`config.mk`:
```
export PLATFORM = sky130hd
export DESIGN_NAME = sram_port_arbiter
export DESIGN_NICKNAME = d
export VERILOG_FILES = /design/src/rtl/sram_port_arbiter.sv
export SDC_FILE = /design/constraint.sdc
export NUM_CORES = 1
export LEC_CHECK = 0
export CAP_MARGIN = 20
export CORE_ASPECT_RATIO = 1.1
export CORE_UTILIZATION = 24
export CTS_BUF_LIST = sky130_fd_sc_hd__clkbuf_8 sky130_fd_sc_hd__clkbuf_16
export CTS_CLUSTER_SIZE = 40
export DETAILED_ROUTE_END_ITERATION = 8
export GPL_TIMING_DRIVEN = 0
export PLACE_DENSITY_LB_ADDON = 0.15
export SLEW_MARGIN = 30
export SYNTH_ARGS = -nofsm -noshare
export SYNTH_HDL_FRONTEND = slang
export SYNTH_SLANG_ARGS = --single-unit
```
`constraint.sdc`:
```
create_clock -name CLK -period 3.4 [get_ports CLK]
set_input_delay 0.85 -clock CLK [delete_from_list [all_inputs] [get_ports CLK]]
set_output_delay 0.85 -clock CLK [all_outputs]
set_load 0.1 [all_outputs]
```
`src/rtl/sram_port_arbiter.sv`:
```
// Round-robin arbiter sharing one two-port SRAM between two read and two write clients.
// Read data returns one cycle after grant, tagged with the owning client.

`ifndef INTERNAL_BITS
`define INTERNAL_BITS 16
`endif

module sram_port_arbiter #(
    parameter int ADDR_BITS    = 13,
    parameter int DATA_BITS    = `INTERNAL_BITS,
    parameter int HAZARD_STALL = 1
) (
    input  logic                 CLK,
    input  logic                 RSTN,
    input  logic                 r0_req,
    input  logic [ADDR_BITS-1:0] r0_addr,
    output logic                 r0_gnt,
    input  logic                 r1_req,
    input  logic [ADDR_BITS-1:0] r1_addr,
    output logic                 r1_gnt,
    output logic [DATA_BITS-1:0] rdata,
    output logic                 r0_rvalid,
    output logic                 r1_rvalid,
    input  logic                 w0_req,
    input  logic [ADDR_BITS-1:0] w0_addr,
    input  logic [DATA_BITS-1:0] w0_data,
    output logic                 w0_gnt,
    input  logic                 w1_req,
    input  logic [ADDR_BITS-1:0] w1_addr,
    input  logic [DATA_BITS-1:0] w1_data,
    output logic                 w1_gnt,
    output logic                 sram_cena,
    output logic [ADDR_BITS-1:0] sram_aa,
    input  logic [DATA_BITS-1:0] sram_qa,
    output logic                 sram_cenb,
    output logic                 sram_wenb,
    output logic [ADDR_BITS-1:0] sram_ab,
    output logic [DATA_BITS-1:0] sram_db
);

    localparam bit STALL_EN = (HAZARD_STALL != 0);

    logic       wptr;
    logic       rptr;
    logic [1:0] rtag;
    logic       wr_any;
    logic       hit0;
    logic       hit1;

    always_comb begin
        w0_gnt = 1'b0;
        w1_gnt = 1'b0;
        if (RSTN) begin
            if (w0_req && w1_req) begin
                w0_gnt = ~wptr;
                w1_gnt = wptr;
            end else begin
                w0_gnt = w0_req;
                w1_gnt = w1_req;
            end
        end
        wr_any    = w0_gnt | w1_gnt;
        sram_cenb = wr_any;
        sram_wenb = wr_any;
        sram_ab   = '0;
        sram_db   = '0;
        if (w0_gnt) begin
            sram_ab = w0_addr;
            sram_db = w0_data;
        end else if (w1_gnt) begin
            sram_ab = w1_addr;
            sram_db = w1_data;
        end
    end

    // A read colliding with this cycle's write address is skipped; the other reader may take the slot.
    always_comb begin
        hit0   = STALL_EN && wr_any && (r0_addr == sram_ab);
        hit1   = STALL_EN && wr_any && (r1_addr == sram_ab);
        r0_gnt = 1'b0;
        r1_gnt = 1'b0;
        if (RSTN) begin
            if (r0_req && r1_req) begin
                if (!rptr) begin
                    if (!hit0)      r0_gnt = 1'b1;
                    else if (!hit1) r1_gnt = 1'b1;
                end else begin
                    if (!hit1)      r1_gnt = 1'b1;
                    else if (!hit0) r0_gnt = 1'b1;
                end
            end else begin
                r0_gnt = r0_req && !hit0;
                r1_gnt = r1_req && !hit1;
            end
        end
        sram_cena = r0_gnt | r1_gnt;
        sram_aa   = '0;
        if (r0_gnt)      sram_aa = r0_addr;
        else if (r1_gnt) sram_aa = r1_addr;
    end

    always_ff @(posedge CLK or negedge RSTN) begin
        if (!RSTN) begin
            wptr <= 1'b0;
            rptr <= 1'b0;
            rtag <= 2'b00;
        end else begin
            if (w0_gnt)      wptr <= 1'b1;
            else if (w1_gnt) wptr <= 1'b0;
            if (r0_gnt)      rptr <= 1'b1;
            else if (r1_gnt) rptr <= 1'b0;
            rtag <= {r1_gnt, r0_gnt};
        end
    end

    assign r0_rvalid = rtag[0];
    assign r1_rvalid = rtag[1];
    assign rdata     = sram_qa;

endmodule

```
======== Yosys cells after proc, flatten, opt, wreduce, memory -nomap -nowiden ========
Index checks and enable logic that the tools add are counted.
cells by class
  shift-type cells ........................ 0
  equality and inequality tests ........... 2
  bitwise gates (word level) .............. 3
  reductions and logical operators ........ 10
  divide/modulo/power cells ............... 0
  mux-type cells .......................... 24
  multipliers ............................. 0
  order comparisons ....................... 0
  add/subtract/negate cells ............... 0
operators with widths
  kind                  number
  13-bit two-way mux    4
  16-bit two-way mux    2
  13-bit equality test  2
  1-bit two-way mux     18
  1-bit logical AND     6
  2-bit nonzero test    2
  1-bit logical NOT     2
  1-bit OR              2
  1-bit NOT             1
storage, ports and cells
  bits in writable memories ............... 0
  memories kept ........................... 0
  bits in latches ......................... 0
  output and inout bits ................... 67
  bits of input ports ..................... 106
  bits in read-only memories .............. 0
  word-level logic and storage cells ...... 42
  bits in registers ....................... 4

======== Logic depth before layout (Yosys ltp) ========
Gate-level depths: netlist of run 1.
  word-level depth ........................ 14
  gate-level depth with buffers ........... 11
  gate-level depth less buffers ........... 8

======== Least setup slack after synthesis of run 1 ========
OpenSTA, ideal clock, no wires.
  path type ............................... input-to-output
  start ................................... in RSTN
  end ..................................... out sram_cena
  buffers on the path ..................... 2
  arrival ................................. 5,183 ps
  stages .................................. 8
  slack ................................... -2,633 ps
  cells stage by stage .................... buf_4 -> buf_2 -> nand2_1 -> o32ai_2 -> xor2_1 -> nor4_1 -> and2_1 -> o21ai_0
between the ends
  cells in the longest elaborated chain, start to end .. 11
  elaborated cells on any way between the ends .. 24
ends and longest elaborated chain
  item                                     RTL line  source
  start, declared                          14        input logic RSTN,
  1-bit two-way mux                        53        if (RSTN) begin
  13-bit two-way mux                       70        end else if (w1_gnt) begin
  13-bit two-way mux *                     67        if (w0_gnt) begin
  named net sram_ab[9]                     37        output logic [ADDR_BITS-1:0] sram_ab,
  13-bit equality test (on tied branches)  78, 79
  1-bit logical AND (on tied branches)     78, 79
  1-bit two-way mux (on tied branches)     --
  1-bit two-way mux (on tied branches)     88, 85
  1-bit two-way mux                        84        if (!rptr) begin
  1-bit two-way mux                        83        if (r0_req && r1_req) begin
  1-bit two-way mux                        82        if (RSTN) begin
  1-bit OR *                               96        sram_cena = r0_gnt | r1_gnt;
  end, declared                            32        output logic sram_cena,
Mark *: on every way through the listed nets, which the timed path passes. The rest lies on a longest branch.

======== Worst setup path after layout of run 1 ========
  start ................................... in w0_req
  end ..................................... out sram_aa[4]
between the ends
  cells in the longest elaborated chain, start to end .. 14
  elaborated cells on any way between the ends .. 28
ends and longest elaborated chain
  item                  RTL line  source
  start, declared       24        input logic w0_req,
  1-bit logical AND     54        if (w0_req && w1_req) begin
  1-bit two-way mux     54
  1-bit two-way mux     53
  13-bit two-way mux    70
  13-bit two-way mux    67
  13-bit equality test  79        hit1 = STALL_EN && wr_any && (r1_addr == sram_ab);
  1-bit logical AND     79
  1-bit two-way mux     86, 88
  1-bit two-way mux     85        if (!hit0) r0_gnt = 1'b1;
  1-bit two-way mux     84
  1-bit two-way mux     83
  1-bit two-way mux     82
  13-bit two-way mux    99        else if (r1_gnt) sram_aa = r1_addr;
  13-bit two-way mux *  98        if (r0_gnt) sram_aa = r0_addr;
  end, declared         33        output logic [ADDR_BITS-1:0] sram_aa,
Every way passes the cells marked *; elsewhere a longest branch is shown, timed or not.

==> results of run 1 <==
## stage by stage
step	area, µm²	instances	hold WS, ns	setup slack, ns	TNS, ns
finish	3960	434	0.413	-0.714	-9.94
global route	3960	434	0.403	-0.829	-11.85
CTS	3940	430	0.410	-0.709	-10.23
detailed placement	3300	392	0.567	-2.27	-68.38
global placement	3300	392	0.576	-2.25	-67.71
floorplan	1650	159	0.521	-0.980	-14.67
## placed cells by master, fill, tap and decap left out, types with 2 or more instances in the layout
master	netlist	final
nand2_2	1	10
xor2_1	5	4
a22o_4	0	9
nand4_1	2	2
clkbuf_8	0	3
clkdlybuf4s15_2	0	16
nand2_4	0	2
o32ai_4	6	11
nor4_2	1	2
buf_6	2	10
clkbuf_2	0	5
dlymetal6s2s_1	0	3
dfrtp_1	4	4
inv_1	4	3
buf_12	3	21
xnor2_1	20	17
clkdlybuf4s50_1	0	94
nor3_4	2	2
xnor2_2	0	3
dlygate4sd2_1	0	7
buf_4	18	46
buf_8	0	2
buf_2	1	3
clkbuf_4	1	9
buf_16	0	3
a22o_2	0	14
o22ai_1	2	2
xor2_2	1	2
clkdlybuf4s18_2	0	2
nand2_1	32	21
a22o_1	30	7
o21ai_0	3	2
nor4_4	0	2
## synth_stat cells (3+ instances only)
master,number,area [µm²]
a22o_1,30,263
buf_12,3,60.1
buf_4,18,135
dfrtp_1,4,100
inv_1,4,15.0
nand2_1,32,120
nor4_1,3,18.8
o21ai_0,3,15.0
o32ai_2,5,81.3
o32ai_4,6,165
xnor2_1,20,175
xor2_1,5,43.8
## cell type report
type                    count  area [µm²]  area share, %
multi-input cells         123        1350           34.1
plain buffers              25         240           6.06
well taps                  77        96.3           2.43
repair buffers            197        2110           53.2
inverters                   5        25.0          0.632
flip-flops and latches      4         100           2.53
clock buffers               3        41.3           1.04
## path summary, 6_finish.rpt
path | start | to | slack, ns | cells past startpoint
worst min-delay path | RSTN | rtag[0]$_DFF_PN0_ | 0.41 | 1
min in group CLK | rptr$_DFFE_PN0P_ | rptr$_DFFE_PN0P_ | 0.59 | 1
worst max-delay path | w0_req | sram_aa[4] | -0.71 | 15
worst max register to register | wptr$_DFFE_PN0P_ | rtag[1]$_DFF_PN0_ | 0.97 | 12
worst min register to register | rptr$_DFFE_PN0P_ | rptr$_DFFE_PN0P_ | 0.59 | 1
max in group asynchronous | RSTN | rptr$_DFFE_PN0P_ | 2.89 | 1
## metal layers
metal,global-route usage (%),wire length (µm)
met3,4.73,360
met4,5.22,181
met1,24.5,2680
met5,0,0
met2,41.8,3850
## sequential cells by signal, summed over array words and instances (netlist names)
name,count
rtag,2
wptr,1
rptr,1
## kinds of logic (layout without fill, tap and decap cells)
kind of cell	count (synthesis)	after routing	synth area share, %
AOI/OAI and AO/OA	50	50	41.3
and+or+nand+nor	47	47	17.2
buffers and inverters	32	230	18.0
xor gates and xnor gates	26	26	16.5
DFF	4	4	7.02
## worst reg2reg max path: stages (launching register included)
cell and delay, ns:
dfrtp_1 0.42, nor2b_4 0.08, buf_8 0.12, buf_6 0.11
o32ai_4 0.34, buf_4 0.18, xnor2_2 0.10, nand2_1 0.09
nor4_2 0.30, and2_4 0.22, nor3_4 0.06, buf_6 0.15
buf_4 0.14
## timing repair
action	4_1_cts	5_1_grt
cloned	4	0
setup buffers	31	9
setup endpoints to repair	49	34
hold endpoints to repair	0	0
gates resized for setup	304	41
hold buffers	0	0
pin swaps	45	18
## where the power goes
group	switching [W]	total (W)	internal [W]
combinational	0.000611	0.000987	0.000376
sequential	0.00000664	0.0000601	0.0000535
clock	0.0000211	0.0000962	0.0000751
==> flow_summary.yaml, run 1 <==
clocking:
  cts_tree: "yes"
  root_buffer: "clkbuf_8"
  clk_pin_slew_ns: 0.03
  numCtsBuffers: 3
  cts_sinks: 4
  cts_max_path_buffers: 2
  h-tree-depth: 1
  clock_latency_ns: 0.21
placement:
  gp_congestion: 0.747
  dp_hpwl_um: 5410
  portBuffers: 156
finish:
  drive_gt1_share_pct: 52.9
  nNetsFinal: 465
  fin_util_pct: 69.1
  num_antenna_cells: 0
  syn_to_final_growth_pct: 178
  fill_cells: 465
power:
  power_leakage_nw: 1.65
  p_per_area_nw_per_um2: 289
  ir_worst_vdd_uv: 179
  total_power_w: 0.00114
timing:
  setup_viol: 16
  worst_pin_slew_ns: 0.991
  clock_skew_ns: 0.00159
  min_period_over_period_pct: 121
  fin_ws_ns: -0.714
  max_freq_mhz: 243
  rsz0062_at_grt: "true"
  finalMaxSlewViolations: 0
  hold_viol_final: 0
  max_slew_margin_pct: 33.7
  period_needed_ns: 4.11
outcome:
  violations: "negative setup slack"
  status: "finished with violations"
critical_path:
  cp_cell_sequence: "buf_6 -> nor2b_4 -> buf_8 -> buf_6 -> o32ai_4 -> buf_4 -> xnor2_2 -> nand2_1 -> nor4_2 -> nand2_1 -> a31oi_4 -> buf_12 -> buf_12 -> a22o_4 -> buf_12"
  worstSetupPathType: "in -> out"
  crit_fanout: 6
  cpLargestDelayFamily: "buffers and inverters"
  path_common_cell: "buf_12"
  crit_buf_inv: 7
  cp-end-kind: "primary output"
  crit_path_top_delay_cell: "o32ai_4"
  cpPeakStageDelay_ns: 0.34
  critPathArrivalTime_ns: 3.26
  critical_path_required_ns: 2.55
  cp-start-kind: "input port"
logic_synthesis:
  netlist_instances: 159
  syn_nets: 265
  synth_seq_cells: 4
  synth_flop_cell: "dfrtp_1"
  synth.distinct_cells: 32
  ys_warn_count: 0
  synth_area_per_cell_um2: 8.96
  synth_enable_flop_cells: 0
  async_flop_share_pct: 100
  syn_area_um2: 1430
  ys_seq_area_share_pct: 7.02
die:
  die_y_um: 82.8
  die_x_um: 75.5
  dieArea_um2: 6250
  ios: 173
  start_util_pct: 24.9
  rows: 29
  core_um2: 5730
drt:
  via_per_inst: 4.56
  drt_iter0_drc: 43
  via_count: 1980
  drt-total-wl_um: 7070
  ant_nets: 0
  wl_per_cell_um: 16.3
  first_pass_iters: 4
  drcViolationCount: 0
global_routing:
  grt_pass1_vias: 2143
  antenna_found_initial: 0
  groute.usage.overall_pct: 22.3
  overflow: 0
  grt_pass1_wl_um: 10600
  grt_max_degree: 11
worst_hold_path:
  worstHoldPathType: "in -> async"
run:
  cap_violations: 0
Note: power is estimated with default switching activity, not from simulation.
==> inputs of run 2 (changes only) <==
- HOLD_SLACK_MARGIN: unset -> 0.12
==> results of run 2 <==
Same layout as run 1: the final DEF is identical, and so are final timing and power.
==> inputs of run 3 (changes only) <==
- CTS_CLUSTER_DIAMETER: unset -> 60
==> results of run 3 <==
Same layout as run 1: the final DEF is identical, and so are final timing and power.
